`config.mk`:
```
export PLATFORM = sky130hd
export DESIGN_NAME = ram_rd_stream
export DESIGN_NICKNAME = d
export VERILOG_FILES = /design/src/rtl/ram_rd_stream.sv
export SDC_FILE = /design/constraint.sdc
export NUM_CORES = 1
export LEC_CHECK = 0
export BUFFER_PORTS_ARGS = -buffer_cell sky130_fd_sc_hd__buf_2
export CAP_MARGIN = 5
export CORE_ASPECT_RATIO = 0.9
export CORE_MARGIN = 2
export CORE_UTILIZATION = 55
export CTS_CLUSTER_SIZE = 25
export DETAILED_ROUTE_END_ITERATION = 16
export HOLD_SLACK_MARGIN = 0.05
export PLACE_DENSITY_LB_ADDON = 0.12
export RECOVER_POWER = 25
export SETUP_SLACK_MARGIN = 0.15
export SLEW_MARGIN = 20
export SYNTH_ARGS = -nofsm -noshare
export SYNTH_HDL_FRONTEND = slang
export SYNTH_SLANG_ARGS = --single-unit
```
`constraint.sdc`:
```
create_clock -name clk_i -period 12.9 [get_ports clk_i]
set_clock_uncertainty 0.1 [all_clocks]
set_input_delay 1.935 -clock clk_i [delete_from_list [all_inputs] [get_ports clk_i]]
set_output_delay 1.935 -clock clk_i [all_outputs]
set_load 0.01 [all_outputs]
```
`src/rtl/ram_rd_stream.sv`:
```
// Read sequencer for a pipelined RAM read port: turns {addr, len} commands into a valid/ready stream.
// Optional RAM_RD_STREAM_ERR_EN adds a sticky err_o flag for unexpected returns or buffer overflow.
module ram_rd_stream #(
  parameter int DATA_WIDTH = 36,
  parameter int ADDR_WIDTH = 14,
  parameter int LEN_WIDTH  = 16,
  parameter int RD_LATENCY = 11,
  parameter int BUF_DEPTH  = 16
) (
  input  logic                  clk_i,
  input  logic                  rst_i,
  input  logic                  cmd_valid_i,
  output logic                  cmd_ready_o,
  input  logic [ADDR_WIDTH-1:0] cmd_addr_i,
  input  logic [LEN_WIDTH-1:0]  cmd_len_i,
  output logic                  ram_en_o,
  output logic [ADDR_WIDTH-1:0] ram_addr_o,
  input  logic [DATA_WIDTH-1:0] ram_dout_i,
  input  logic                  ram_dout_valid_i,
  output logic                  m_valid_o,
  input  logic                  m_ready_i,
  output logic [DATA_WIDTH-1:0] m_data_o,
  output logic                  m_last_o,
  output logic                  busy_o
`ifdef RAM_RD_STREAM_ERR_EN
  ,
  output logic                  err_o
`endif
);

  localparam int CNT_W = $clog2(BUF_DEPTH + 1);
  localparam int SUM_W = CNT_W + 1;
  localparam int PTR_W = (BUF_DEPTH > 1) ? $clog2(BUF_DEPTH) : 1;

  typedef enum logic [1:0] {IDLE, ISSUE, DRAIN} state_t;

  state_t                  state_q, state_d;
  logic                    cmdReady_q;
  logic [ADDR_WIDTH-1:0]   addr_q;
  logic [LEN_WIDTH-1:0]    len_q;
  logic [LEN_WIDTH-1:0]    issueLeft_q;
  logic [LEN_WIDTH-1:0]    outCount_q;
  logic [CNT_W-1:0]        outstanding_q;
  logic [CNT_W-1:0]        bufCount_q;
  logic [PTR_W-1:0]        wrPtr_q, rdPtr_q;
  logic [DATA_WIDTH-1:0]   mem_q [BUF_DEPTH];

  logic                    cmdFire, issue, credit, retAccept, push, pop, lastPop;
  logic                    bufEmpty, bufFull, overflow, isLast;
  logic [SUM_W-1:0]        inFlight;

  // Credit: a read may only issue if its data is guaranteed a buffer slot on return.
  assign inFlight  = SUM_W'(outstanding_q) + SUM_W'(bufCount_q);
  assign credit    = inFlight < SUM_W'(BUF_DEPTH);
  assign cmdFire   = cmd_valid_i && cmdReady_q;
  assign bufEmpty  = (bufCount_q == '0);
  assign bufFull   = (bufCount_q == CNT_W'(BUF_DEPTH));
  assign retAccept = ram_dout_valid_i && (outstanding_q != '0);
  assign pop       = !bufEmpty && m_ready_i;
  assign isLast    = (outCount_q == len_q);
  assign lastPop   = pop && isLast;
  assign overflow  = retAccept && bufFull && !pop;
  assign push      = retAccept && !overflow;

  always_ff @(posedge clk_i or posedge rst_i) begin
    if (rst_i) state_q <= IDLE;
    else       state_q <= state_d;
  end

  always_comb begin
    state_d = state_q;
    unique case (state_q)
      IDLE:    if (cmdFire) state_d = ISSUE;
      ISSUE:   if (issue && (issueLeft_q == '0)) state_d = DRAIN;
      DRAIN:   if (lastPop) state_d = IDLE;
      default: state_d = IDLE;
    endcase
  end

  always_comb begin
    issue  = (state_q == ISSUE) && credit;
    busy_o = (state_q != IDLE);
  end

  assign cmd_ready_o = cmdReady_q;
  assign ram_en_o    = issue;
  assign ram_addr_o  = addr_q;
  assign m_valid_o   = !bufEmpty;
  assign m_data_o    = bufEmpty ? '0 : mem_q[rdPtr_q];
  assign m_last_o    = !bufEmpty && isLast;

  always_ff @(posedge clk_i or posedge rst_i) begin
    if (rst_i) begin
      cmdReady_q    <= 1'b0;
      addr_q        <= '0;
      len_q         <= '0;
      issueLeft_q   <= '0;
      outCount_q    <= '0;
      outstanding_q <= '0;
      bufCount_q    <= '0;
      wrPtr_q       <= '0;
      rdPtr_q       <= '0;
    end else begin
      cmdReady_q <= (state_d == IDLE);
      if (cmdFire) begin
        addr_q      <= cmd_addr_i;
        len_q       <= cmd_len_i;
        issueLeft_q <= cmd_len_i;
        outCount_q  <= '0;
      end else begin
        if (issue) begin
          addr_q      <= addr_q + 1'b1;
          issueLeft_q <= issueLeft_q - 1'b1;
        end
        if (lastPop)  outCount_q <= '0;
        else if (pop) outCount_q <= outCount_q + 1'b1;
      end
      if (issue && !retAccept)      outstanding_q <= outstanding_q + 1'b1;
      else if (!issue && retAccept) outstanding_q <= outstanding_q - 1'b1;
      if (push && !pop)      bufCount_q <= bufCount_q + 1'b1;
      else if (pop && !push) bufCount_q <= bufCount_q - 1'b1;
      if (push) wrPtr_q <= (wrPtr_q == PTR_W'(BUF_DEPTH - 1)) ? '0 : wrPtr_q + 1'b1;
      if (pop)  rdPtr_q <= (rdPtr_q == PTR_W'(BUF_DEPTH - 1)) ? '0 : rdPtr_q + 1'b1;
    end
  end

  always_ff @(posedge clk_i) begin
    if (push) mem_q[wrPtr_q] <= ram_dout_i;
  end

`ifdef RAM_RD_STREAM_ERR_EN
  logic err_q;

  always_ff @(posedge clk_i or posedge rst_i) begin
    if (rst_i) err_q <= 1'b0;
    else if ((ram_dout_valid_i && (outstanding_q == '0) && busy_o) || overflow) err_q <= 1'b1;
  end

  assign err_o = err_q;
`endif

endmodule

```
; Word level (Yosys, flattened, before mapping)
; Memory sizes are Yosys's and may differ from the RTL's.
; Index checks and enable logic that the tools add are counted.
[totals]
reg_bits = 83
latchBits = 0
mem_bits_rw = 576
romBits = 0
inputBits = 71
out_inout_bits = 55
elab_cells = 78
memories = 1
[classes]
add_sub_neg = 10
mul = 0
n_div = 0
order_cmp = 1
n_eq_ne = 6
n_shift = 0
muxes = 20
n_bitwise = 0
n_reduce_logical = 30
[mem_list]
columns = name, words, word_bits, rd, rd_ports_with_merged_regs, wr, line
row1 = mem_q, 16, 36, 1, 0, 1, 46  ; logic [DATA_WIDTH-1:0] mem_q [BUF_DEPTH];
[op_table]
columns = cell, count
row1 = 16-bit two-way mux, 5
row2 = 36-bit two-way mux, 1
row3 = 14-bit two-way mux, 2
row4 = 5-bit two-way mux, 4
row5 = 16-bit by 1-bit adder with 16-bit output (second input constant), 1
row6 = 16-bit equality test, 1
row7 = 16-bit zero test, 1
row8 = 16-bit by 1-bit subtractor with 16-bit output (second input constant), 1
row9 = 14-bit by 1-bit adder with 14-bit output (second input constant), 1
row10 = 1-bit logical AND, 14
row11 = 5-bit by 1-bit adder with 5-bit output (second input constant), 2
row12 = 5-bit by 1-bit subtractor with 5-bit output (second input constant), 2
row13 = 4-bit by 1-bit adder with 4-bit output (second input constant), 2
row14 = 4-bit equality test (second input constant), 2
row15 = 4-bit two-way mux, 2
row16 = 2-bit nonzero test, 4
row17 = 5-bit by 5-bit adder with 6-bit output, 1
row18 = 1-bit zero test, 6
row19 = 6-bit by 5-bit < comparator with 1-bit output (second input constant), 1
row20 = 2-bit two-way mux, 3
row21 = 2-bit one-hot mux with 3 select lines, 1
row22 = 5-bit equality test (second input constant), 1
row23 = 5-bit zero test, 1
row24 = 5-bit nonzero test, 1
row25 = 5 further kinds, 7

; Longest topological paths before layout
; Gate-level depths: netlist of run 1.
[logic_depth]
ltp_word = 11
ltp_mapped = 13
mapped_depth_nobuf = 12

; Least setup slack after synthesis of run 1
; No wires, ideal clock.
[synth_timing]
path_kind = input to register
startpoint = input ram_dout_valid_i
endpoint = memory mem_q[0][0] (enable)
setup_ns = 0.474
arrival_time_ns = 5.111
t_required_ns = 12.326
path_slack_ns = 7.215
cell_stages = 5
n_path_buf = 1
cell_sequence = o21ai_0 > a31oi_1 > clkbuf_1 > nand2_1 > nor3_1
[synth_between]
elab_chain_cells = 7
[synth_rtl]
columns = item, line
row1 = "start, declared", 19  ; input logic ram_dout_valid_i,
row2 = 1-bit logical AND (*), 58  ; assign retAccept = ram_dout_valid_i && (outstanding_q != '0);
row3 = 1-bit logical AND (2 in a row), 62  ; assign overflow = retAccept && bufFull && !pop;
row4 = 1-bit zero test, 63  ; assign push = retAccept && !overflow;
row5 = 1-bit logical AND (*), 63
row6 = named net push, 48  ; logic cmdFire, issue, credit, retAccept, push, pop, lastPop;
row7 = 1-bit two-way mux (*), 128  ; if (push) mem_q[wrPtr_q] <= ram_dout_i;
row8 = 1-bit two-way mux (implied by the code) (*), 128
row9 = "end, declared", 46
; Mark *: on every way through the listed nets, which the timed path passes. The rest lies on a longest branch.

; Worst setup path after layout of run 1
[layout_timing]
startpoint = register rdPtr_q[0]
endpoint = output m_data_o[1]
[layout_between]
elab_chain_cells = 2
[layout_rtl]
columns = item, line
row1 = "start, declared", 45  ; logic [PTR_W-1:0] wrPtr_q, rdPtr_q;
row2 = "start signal, assigned", 123  ; if (pop) rdPtr_q <= (rdPtr_q == PTR_W'(BUF_DEPTH - 1)) ? '0 : rdPtr_q + 1'b1;
row3 = memory 16 x 36 bit, -
row4 = 36-bit two-way mux, 89  ; assign m_data_o = bufEmpty ? '0 : mem_q[rdPtr_q];
row5 = "end, declared", 22  ; output logic [DATA_WIDTH-1:0] m_data_o,
; No other way between the ends.

==> flow_summary_export.csv, run 1 <==
group,metric,value,unit
layout,nNetsFinal,1615,
yosys,synthSimpleGateAreaFrac,4.94,%
yosys,synth_nets,1461,
die,core,47800,sq um
timing,clock.fmax,0.163,GHz
layout,drive_above_1_share,27.8,%
worst_setup_path,arrival,4.11,ns
yosys,synth_top_area_share,65.0,%
detailed_routing,via_count,13300,
global_route,grt_usage,23.1,%
layout,final-seq-area,19400,sq um
power,powerDensity,211,nW/um^2
yosys,synth_adder_area_share,1.19,%
layout,final_common_cell,"edfxtp_1",
clocking,post_cts_buffers,0,
placement,post-dp-hpwl,29.5,mm
die,pin_count,126,
layout,layout_common_cells,"edfxtp_1, mux4_2, buf_2",
run,cap_viol_max_count,0,
worst_setup_path,start_kind,"flip-flop",
yosys,synth.area.top_cells,"edfxtp_1, mux4_2, dfrtp_1, nand2_1, xnor2_1",
detailed_routing,wl_per_cell,25.5,microns
worst_setup_path,worst_ep_required_time,10.86,ns
yosys,yosys_warnings,0,
yosys,avgSynthCellArea,19.5,sq um
clocking,insertion_delay,0.59,ns
die,die_area,50100,sq um
detailed_routing,wirelength,56.0,mm
global_route,grt_pass1_wl,84.7,mm
clocking,clockBufferDepth,3,
power,ir_drop,143,uV
yosys,synth_ff_type,"edfxtp_1",
worst_setup_path,critPathKind,"flip-flop to primary output",
worst_setup_path,crit_path_max_fanout,50,
global_route,antenna_found_initial,4,
yosys,yosys.area.top_type,"edfxtp_1",
die,rows,76,
worst_setup_path,cp-end-kind,"primary output",
yosys,ys_seq_area_share,72.9,%
placement,place.gp.congestion,0.787,
global_route,grt_overflow,0,
timing,grt_setup_unrepaired,"false",
detailed_routing,drt_iter0_markers,1223,
detailed_routing,drtPass1Iterations,4,
clocking,htree_levels,3,
outcome,run_status,"finished clean",
clocking,hold_buffers,0,
layout,stdcell_count,2199,
timing,hold_violations,0,
layout,multi_input_area,6930,sq um
clocking,cts.repair.resized,0,
clocking,cts.clk_slew.worst_paths,0.06,ns
timing,period_share,47.6,%
clocking,numCtsBuffers,67,
timing,drv_slew,0,
global_route,grt_pass1_vias,13500,
yosys,yosys.area_share.xor_xnor,2.11,%
clocking,clock_sinks,659,
yosys,ys_async_sr_fraction,12.6,%
timing,setup_tns,0,ns
clocking,cts_tree,"built",
detailed_routing,ant_nets,0,
timing,min_period,6.14,ns
layout,syn2layout_area_growth,13.5,%
timing,worstMarginPinSlew,1.03,ns
die,die_w,236,microns
yosys,synth-edff-count,576,
power,p_leak,10.0,nW
layout,fillers,3365,
yosys,synth_top_family_by_area,"multiplexers",
placement,placed_cells,2074,
yosys,synth_compound_area_share,1.95,%
die,start_util,55.6,%
global_route,grt_max_degree,82,
layout,post-route-util,63.1,%
die,fp.dieH,213,microns
timing,finalSetupViolations,0,
detailed_routing,drcViolationCount,0,
yosys,muxShareOfSynthArea,15.4,%
clocking,clockRootBuffer,"clkbuf_16",
yosys,ys_types,54,
yosys,synth_seq_cells,659,
worst_hold_path,hp-class,"flip-flop to flip-flop",
yosys,synthesis.area,26600,sq um
placement,io_buffers,125,
yosys,syn_inst,1366,
detailed_routing,avgViaCountPerCell,6.05,
timing,slew_headroom,31.6,%
## per-layer routing
layer	global-route usage (%)	up-vias	wire [microns]
met5	0	-	32
met3	4.57	73	3280
met4	4.96	4	871
met1	32.3	7009	23800
met2	38.5	415	28100
li1	-	5795	-
## where the power goes
group          internal [mW]  switching, mW  leakage (nW)  total, mW
clock network           1.10          0.796          1.05       1.89
registers               2.55          0.205          6.18       2.75
logic                  0.876          0.846          2.77       1.72
## critical path, stage by stage, from the launching register on
cell and delay, ns:
dfrtp_4 1.08, buf_4 0.90, mux4_2 0.62, mux4_2 0.53, and2_1 0.20, buf_2 0.14
## cell usage after synthesis (3+ instances only)
cell / instances
a211oi_1: 8
a21o_1: 3
a21oi_1: 14
and2_1: 39
and4_1: 3
buf_1: 13
buf_2: 7
buf_4: 7
buf_6: 4
clkbuf_1: 39
dfrtp_1: 83
edfxtp_1: 576
ha_1: 22
inv_1: 19
mux2i_1: 4
mux4_2: 180
nand2_1: 93
nand2b_1: 4
nand3_1: 16
nand3b_1: 3
nand4_1: 13
nor2_1: 38
nor3_1: 13
nor4_1: 17
o211ai_1: 3
o21a_1: 4
o21ai_0: 36
o21ai_1: 6
xnor2_1: 37
xor2_1: 27
## final cells by class
cell class	instances	share of cell area (%)
Clock inverter	42	1.17
Antenna cell	1	0.00829
Clock buffer	81	5.94
Timing Repair Buffer	156	2.82
Tap cell	624	2.59
Inverter	20	0.253
Multi-Input combinational cell	616	23.0
Sequential cell	659	64.3
## worst paths after layout
path	cells past startpoint	endpoint	start	slack, ns
min in group asynchronous	2	ram_addr_o[5]$_DFFE_PP0P_	rst_i	1.11
max reg2reg	12	outstanding_q[4]$_DFFE_PP0P_	outstanding_q[4]$_DFFE_PP0P_	9.04
max	5	m_data_o[1]	rdPtr_q[0]$_DFFE_PP0P_	6.76
min reg2reg	2	len_q[1]$_DFFE_PP0P_	len_q[1]$_DFFE_PP0P_	0.40
max in group asynchronous	3	rdPtr_q[2]$_DFFE_PP0P_	rst_i	10.58
min	2	len_q[1]$_DFFE_PP0P_	len_q[1]$_DFFE_PP0P_	0.40
## state kept, by name, summed over array words and instances (netlist names)
name and count:
wrPtr_q 4, outCount_q 16, ram_addr_o 14, cmd_ready_o 1
outstanding_q 5, rdPtr_q 4, bufCount_q 5, mem_q 576
len_q 16, state_q 2, issueLeft_q 16
## per-stage QoR
| stage | instance area, sq um | power (mW) | hold WS [ns] | setup slack [ns] |
|---|---|---|---|---|
| finish | 30200 | 6.37 | 0.401 | 6.76 |
| global route | 30200 | 6.66 | 0.418 | 6.41 |
| CTS | 30200 | 6.45 | 0.405 | 6.51 |
| detailed placement | 28000 | 4.55 | 0.383 | 7.15 |
| global placement | 28000 | 4.52 | 0.383 | 7.17 |
| floorplan | 26600 | 3.99 | 0.361 | 7.21 |
## logic make-up (layout without fill, tap and decap cells)
kind of cell	Yosys count	in the layout
muxes	184	184
adders and majority gates	24	24
DFF	659	659
xor gates and xnor gates	64	64
and+or+nand+nor	257	257
AOI/OAI and AO/OA	87	87
other	0	1
buffers and inverters	91	299
Note: power is estimated with default switching activity, not from simulation.
==> inputs of run 2 (changes only) <==
==> constraint.sdc (replaced) <==
create_clock -name clk_i -period 5.5 [get_ports clk_i]
set_clock_uncertainty 0.1 [all_clocks]
set_input_delay 0.825 -clock clk_i [delete_from_list [all_inputs] [get_ports clk_i]]
set_output_delay 0.825 -clock clk_i [all_outputs]
set_load 0.01 [all_outputs]
==> run 2 against run 1 <==
Sequential cell count did not move. Wire length increased by 0.18%. Combinational power grew 130%. Critical path type unchanged.
==> flow_summary_export.csv, run 2 (synthesis results as in run 1) <==
group,metric,value,unit
die,die_area,50100,sq um
timing,grt_setup_unrepaired,"false",
worst_hold_path,hp-class,"input pin to flip-flop",
placement,io_buffers,125,
timing,clock.fmax,0.224,GHz
worst_setup_path,crit_top_cell,"mux4_2",
timing,worstMarginPinSlew,1.28,ns
clocking,cts.clk_slew.worst_paths,0.06,ns
worst_setup_path,arrival,3.53,ns
global_route,grt_usage,23.3,%
power,ir_drop,355,uV
layout,final_common_cell,"edfxtp_1",
layout,largest_register_ffs,576,
timing,finalSetupViolations,0,
placement,place.gp.congestion,0.807,
outcome,run_status,"finished clean",
layout,antenna_cells,0,
placement,placed_cell_area,28100,sq um
detailed_routing,drtPass1Iterations,5,
detailed_routing,avgViaCountPerCell,6.05,
layout,nNetsFinal,1622,
clocking,insertion_delay,0.58,ns
clocking,clockRootBuffer,"clkbuf_16",
detailed_routing,drt_iter0_markers,1205,
global_route,antenna_found_initial,4,
detailed_routing,drcViolationCount,0,
clocking,cts_tree,"built",
placement,placed_cells,2082,
timing,finalWorstSetupSlack,1.04,ns
clocking,clock_sinks,659,
timing,min_period,4.46,ns
die,pin_count,126,
timing,drv_slew,0,
detailed_routing,ant_nets,0,
detailed_routing,wirelength,56.1,mm
detailed_routing,via_count,13300,
layout,layout_common_cells,"edfxtp_1, mux4_2, buf_2",
worst_setup_path,start_kind,"flip-flop",
run,cap_viol_max_count,0,
power,p_leak,10.1,nW
die,fp.dieH,213,microns
worst_setup_path,path_buf_inv,2,
global_route,grt_max_degree,61,
clocking,clockBufferDepth,3,
timing,hold_violations,0,
die,start_util,55.6,%
clocking,htree_levels,3,
layout,stdcell_area,30400,sq um
worst_setup_path,cp-end-kind,"primary output",
clocking,cts.repair.resized,0,
worst_setup_path,critPathTopFamily,"multiplexers",
worst_setup_path,worst_ep_required_time,4.58,ns
layout,stdcell_count,2204,
die,rows,76,
clocking,hold_buffers,0,
die,core,47800,sq um
worst_setup_path,cpPeakStageDelay,1.04,ns
clocking,numCtsBuffers,67,
timing,period_share,81.1,%
worst_setup_path,crit_path_max_fanout,46,
placement,post-dp-hpwl,30.9,mm
detailed_routing,wl_per_cell,25.5,microns
timing,slew_headroom,14.5,%
power,powerDensity,501,nW/um^2
placement,dpl_worst_slack,1.51,ns
layout,regMostFlops,"mem_q",
timing,setup_tns,0,ns
clocking,post_cts_buffers,0,
worst_setup_path,crit_chain,"buf_4 > mux4_2 > mux4_2 > and2_1 > buf_2",
global_route,grt_pass1_wl,85.4,mm
worst_setup_path,critPathKind,"flip-flop to primary output",
worst_setup_path,slowest_stage,"dfrtp_4",
die,die_w,236,microns
global_route,grt_pass1_vias,13600,
layout,drive_above_1_share,28.5,%
global_route,grt_overflow,0,
layout,syn2layout_area_growth,14.3,%
run 2: cell types whose count changed in the layout (fill, tap and decap cells not counted), sizes merged:
cell	previous run	this run
bufinv	5	9
clkbuf	108	111
buf	129	137
clkinv	32	23
diode	1	0
run 2: stage by stage:
step,power (mW),util [%],hold slack [ns]
after floorplan,9.37,-,0.361
after global placement,10.7,58.7,0.383
after detailed placement,10.7,58.8,0.387
after CTS,15.4,63.6,0.150
after global routing,15.9,63.6,0.340
final,15.2,63.6,0.346
run 2: tightest hold or removal path: cells and delay by family:
family                 cells  cell delay (ns)
buffers and inverters      1             0.07
AND/OR/NAND/NOR            1             0.04
AO/OA/AOI/OAI              1             0.06
run 2: path summary, 6_finish.rpt:
kind / depth (start not counted) / slack, ns / start / end
max: 5 / 1.04 / rdPtr_q[0]$_DFFE_PP0P_ / m_data_o[8]
min: 3 / 0.35 / cmd_addr_i[9] / ram_addr_o[9]$_DFFE_PP0P_
max reg2reg: 12 / 1.62 / outstanding_q[4]$_DFFE_PP0P_ / outstanding_q[4]$_DFFE_PP0P_
min reg2reg: 2 / 0.40 / len_q[7]$_DFFE_PP0P_ / len_q[7]$_DFFE_PP0P_
max in group asynchronous: 3 / 3.53 / rst_i / rdPtr_q[1]$_DFFE_PP0P_
min in group asynchronous: 2 / 0.40 / rst_i / ram_addr_o[5]$_DFFE_PP0P_
run 2: power breakdown:
part | leakage, nW | switching [mW] | total, mW | internal [mW]
Combinational | 2.82 | 1.94 | 4.03 | 2.09
Clock | 1.11 | 1.88 | 4.69 | 2.81
Sequential | 6.18 | 0.546 | 6.52 | 5.98
run 2: cell type report:
type	instances	area, sq um
Clock buffer	85	1840
Clock inverter	37	447
Fill cell	3302	17400
Inverter	20	76.3
Multi-Input combinational cell	616	6920
Sequential cell	659	19400
Tap cell	624	781
Timing Repair Buffer	163	956
run 2: layer usage:
layer | GRT usage (%) | vias to the layer above | wire (microns)
li1 | - | 5802 | -
met3 | 5.06 | 88 | 3670
met1 | 33.3 | 7023 | 24300
met2 | 37.4 | 427 | 27200
met5 | 0 | - | 27
met4 | 5.21 | 4 | 987
==> inputs of run 3 (changes only) <==
==> constraint.sdc (replaced) <==
create_clock -name clk_i -period 4.23 [get_ports clk_i]
set_clock_uncertainty 0.1 [all_clocks]
set_input_delay 0.6345 -clock clk_i [delete_from_list [all_inputs] [get_ports clk_i]]
set_output_delay 0.6345 -clock clk_i [all_outputs]
set_load 0.01 [all_outputs]
==> run 3 against run 2 <==
Sequential cell count unchanged. Setup slack lost 0.64 ns. Largest cell class unchanged. Via count barely moved. Cell area is 0.28% lower. Critical path depth is the same. Clock-buffer cell count rose by 2. First-iteration DRC count down 7.0%. Highest routed layer unchanged. Wire length shrank 0.78%.
==> flow_summary_export.csv, run 3 (synthesis results as in run 1) <==
group,metric,value,unit
power,p_int,13.7,mW
clocking,clockBufferDepth,3,
power,powerDensity,637,nW/um^2
worst_setup_path,cp.depth,5,
worst_setup_path,crit_top_cell,"mux4_2",
timing,slew_headroom,31.8,%
outcome,run_status,"finished clean",
timing,worstMarginPinSlew,1.02,ns
worst_setup_path,critPathKind,"flip-flop to primary output",
layout,syn2layout_area_growth,14.0,%
global_route,antenna_found_initial,2,
layout,layout_common_cells,"edfxtp_1, mux4_2, buf_2",
clocking,cts_tree,"built",
die,start_util,55.6,%
worst_setup_path,path_buf_inv,2,
timing,hold_violations,0,
detailed_routing,wl_per_cell,25.1,microns
clocking,cts.clk_slew.worst_paths,0.06,ns
power,p_leak,10.1,nW
worst_setup_path,startpoint,"rdPtr_q[0]$_DFFE_PP0P_",
worst_setup_path,slowest_stage,"dfrtp_4",
global_route,grt_pass1_wl,84.8,mm
detailed_routing,top_layer_used,"met5",
power,combPwrFrac,27.7,%
placement,dpl_worst_slack,0.749,ns
clocking,hold_buffers,0,
power,ir_drop,405,uV
placement,place.gp.congestion,0.820,
placement,io_buffers,125,
timing,drv_slew,0,
timing,whs,0.118,ns
run,cap_viol_max_count,0,
layout,regMostFlops,"mem_q",
power,pwr-share-seq,43.3,%
worst_setup_path,rr_worst_depth,12,
worst_setup_path,cp-end-kind,"primary output",
die,die_area,50100,sq um
detailed_routing,avgViaCountPerCell,6.01,
global_route,grt_max_degree,61,
global_route,grt_usage,23.1,%
worst_setup_path,start_kind,"flip-flop",
worst_setup_path,r2r-end,"outstanding_q[4]$_DFFE_PP0P_",
die,fp.dieH,213,microns
layout,stdcell_area,30300,sq um
worst_hold_path,hp-class,"input pin to asynchronous set/reset pin",
worst_setup_path,arrival,3.10,ns
layout,post-route-util,63.4,%
detailed_routing,via_count,13300,
die,rows,76,
clocking,cts.repair.resized,0,
layout,drive_above_1_share,28.6,%
detailed_routing,wl_met3,3.53,mm
clocking,post_cts_buffers,0,
worst_setup_path,crit_chain,"buf_12 > mux4_2 > mux4_2 > and2_1 > buf_2",
detailed_routing,drt_iter0_markers,1121,
die,core,47800,sq um
clocking,insertion_delay,0.59,ns
power,p_sw_share,28.9,%
timing,finalWorstSetupSlack,0.398,ns
worst_setup_path,critPathTopFamily,"multiplexers",
timing,min_period,3.83,ns
worst_setup_path,rrSetupSlack,0.72,ns
detailed_routing,ant_nets,0,
timing,clock.fmax,0.261,GHz
die,die_w,236,microns
worst_setup_path,crit_path_max_fanout,57,
worst_setup_path,worst_ep_required_time,3.50,ns
detailed_routing,wl_met2,27.4,mm
detailed_routing,wirelength,55.7,mm
worst_setup_path,r2r_start,"outstanding_q[4]$_DFFE_PP0P_",
die,pin_count,126,
clocking,clockRootBuffer,"clkbuf_16",
power,clkPwrFrac,28.9,%
timing,grt_setup_unrepaired,"false",
detailed_routing,drt-met1-wl,23.7,mm
detailed_routing,drcViolationCount,0,
clocking,numCtsBuffers,68,
placement,post-dp-hpwl,30.7,mm
clocking,htree_levels,3,
layout,largest_register_ffs,576,
timing,finalSetupViolations,0,
detailed_routing,drtPass1Iterations,7,
timing,period_share,90.6,%
global_route,grt_overflow,0,
global_route,grt_pass1_vias,13500,
placement,placed_cell_area,28300,sq um
layout,nNetsFinal,1639,
worst_setup_path,cpPeakStageDelay,0.63,ns
clocking,clock_sinks,659,
worst_setup_path,setup.worst_path.end,"m_data_o[18]",
power,p_sw,5.59,mW
layout,final_common_cell,"edfxtp_1",
layout,antenna_cells,0,
timing,setup_tns,0,ns
run 3: power by group through the flow:
stage	clock (mW)	sequential (mW)	combinational (mW)
2_1_floorplan	0	8.10	4.08
4_1_cts	5.71	8.39	5.48
3_3_place_gp	0	8.49	5.43
6_report	5.59	8.37	5.35
3_5_place_dp	0	8.52	5.46
5_1_grt	5.99	8.46	5.79
run 3: per-stage QoR:
stage | total power [mW] | instances
final | 19.3 | 2220
after global routing | 20.2 | 2220
after CTS | 19.6 | 2220
after detailed placement | 14.0 | 2098
after global placement | 13.9 | 2098
after floorplan | 12.2 | 1366
run 3: cell type report:
| cell class | count | area (sq um) |
|---|---|---|
| clock buffer | 87 | 1840 |
| clock inverter | 35 | 235 |
| inverter | 20 | 76.3 |
| timing repair buffer | 179 | 1060 |
| fill | 3355 | 17500 |
| tap | 624 | 781 |
| multi-input combinational | 616 | 6940 |
| sequential | 659 | 19400 |
run 3: layer usage:
| layer | global-route usage (%) | vias to the layer above |
|---|---|---|
| li1 | - | 5849 |
| met5 | 0 | - |
| met3 | 4.64 | 82 |
| met2 | 37.4 | 433 |
| met4 | 6.00 | 4 |
| met1 | 32.9 | 6970 |
run 3: how the worst min path moves through the flow:
stage                                 startpoint                           end
finish                                     rst_i     ram_addr_o[3]$_DFFE_PP0P_
global route                       cmd_addr_i[0]     ram_addr_o[0]$_DFFE_PP0P_
CTS                               cmd_addr_i[12]    ram_addr_o[12]$_DFFE_PP0P_
detailed placement  outstanding_q[4]$_DFFE_PP0P_  outstanding_q[4]$_DFFE_PP0P_
global placement    outstanding_q[4]$_DFFE_PP0P_  outstanding_q[4]$_DFFE_PP0P_
floorplan           outstanding_q[4]$_DFFE_PP0P_  outstanding_q[4]$_DFFE_PP0P_
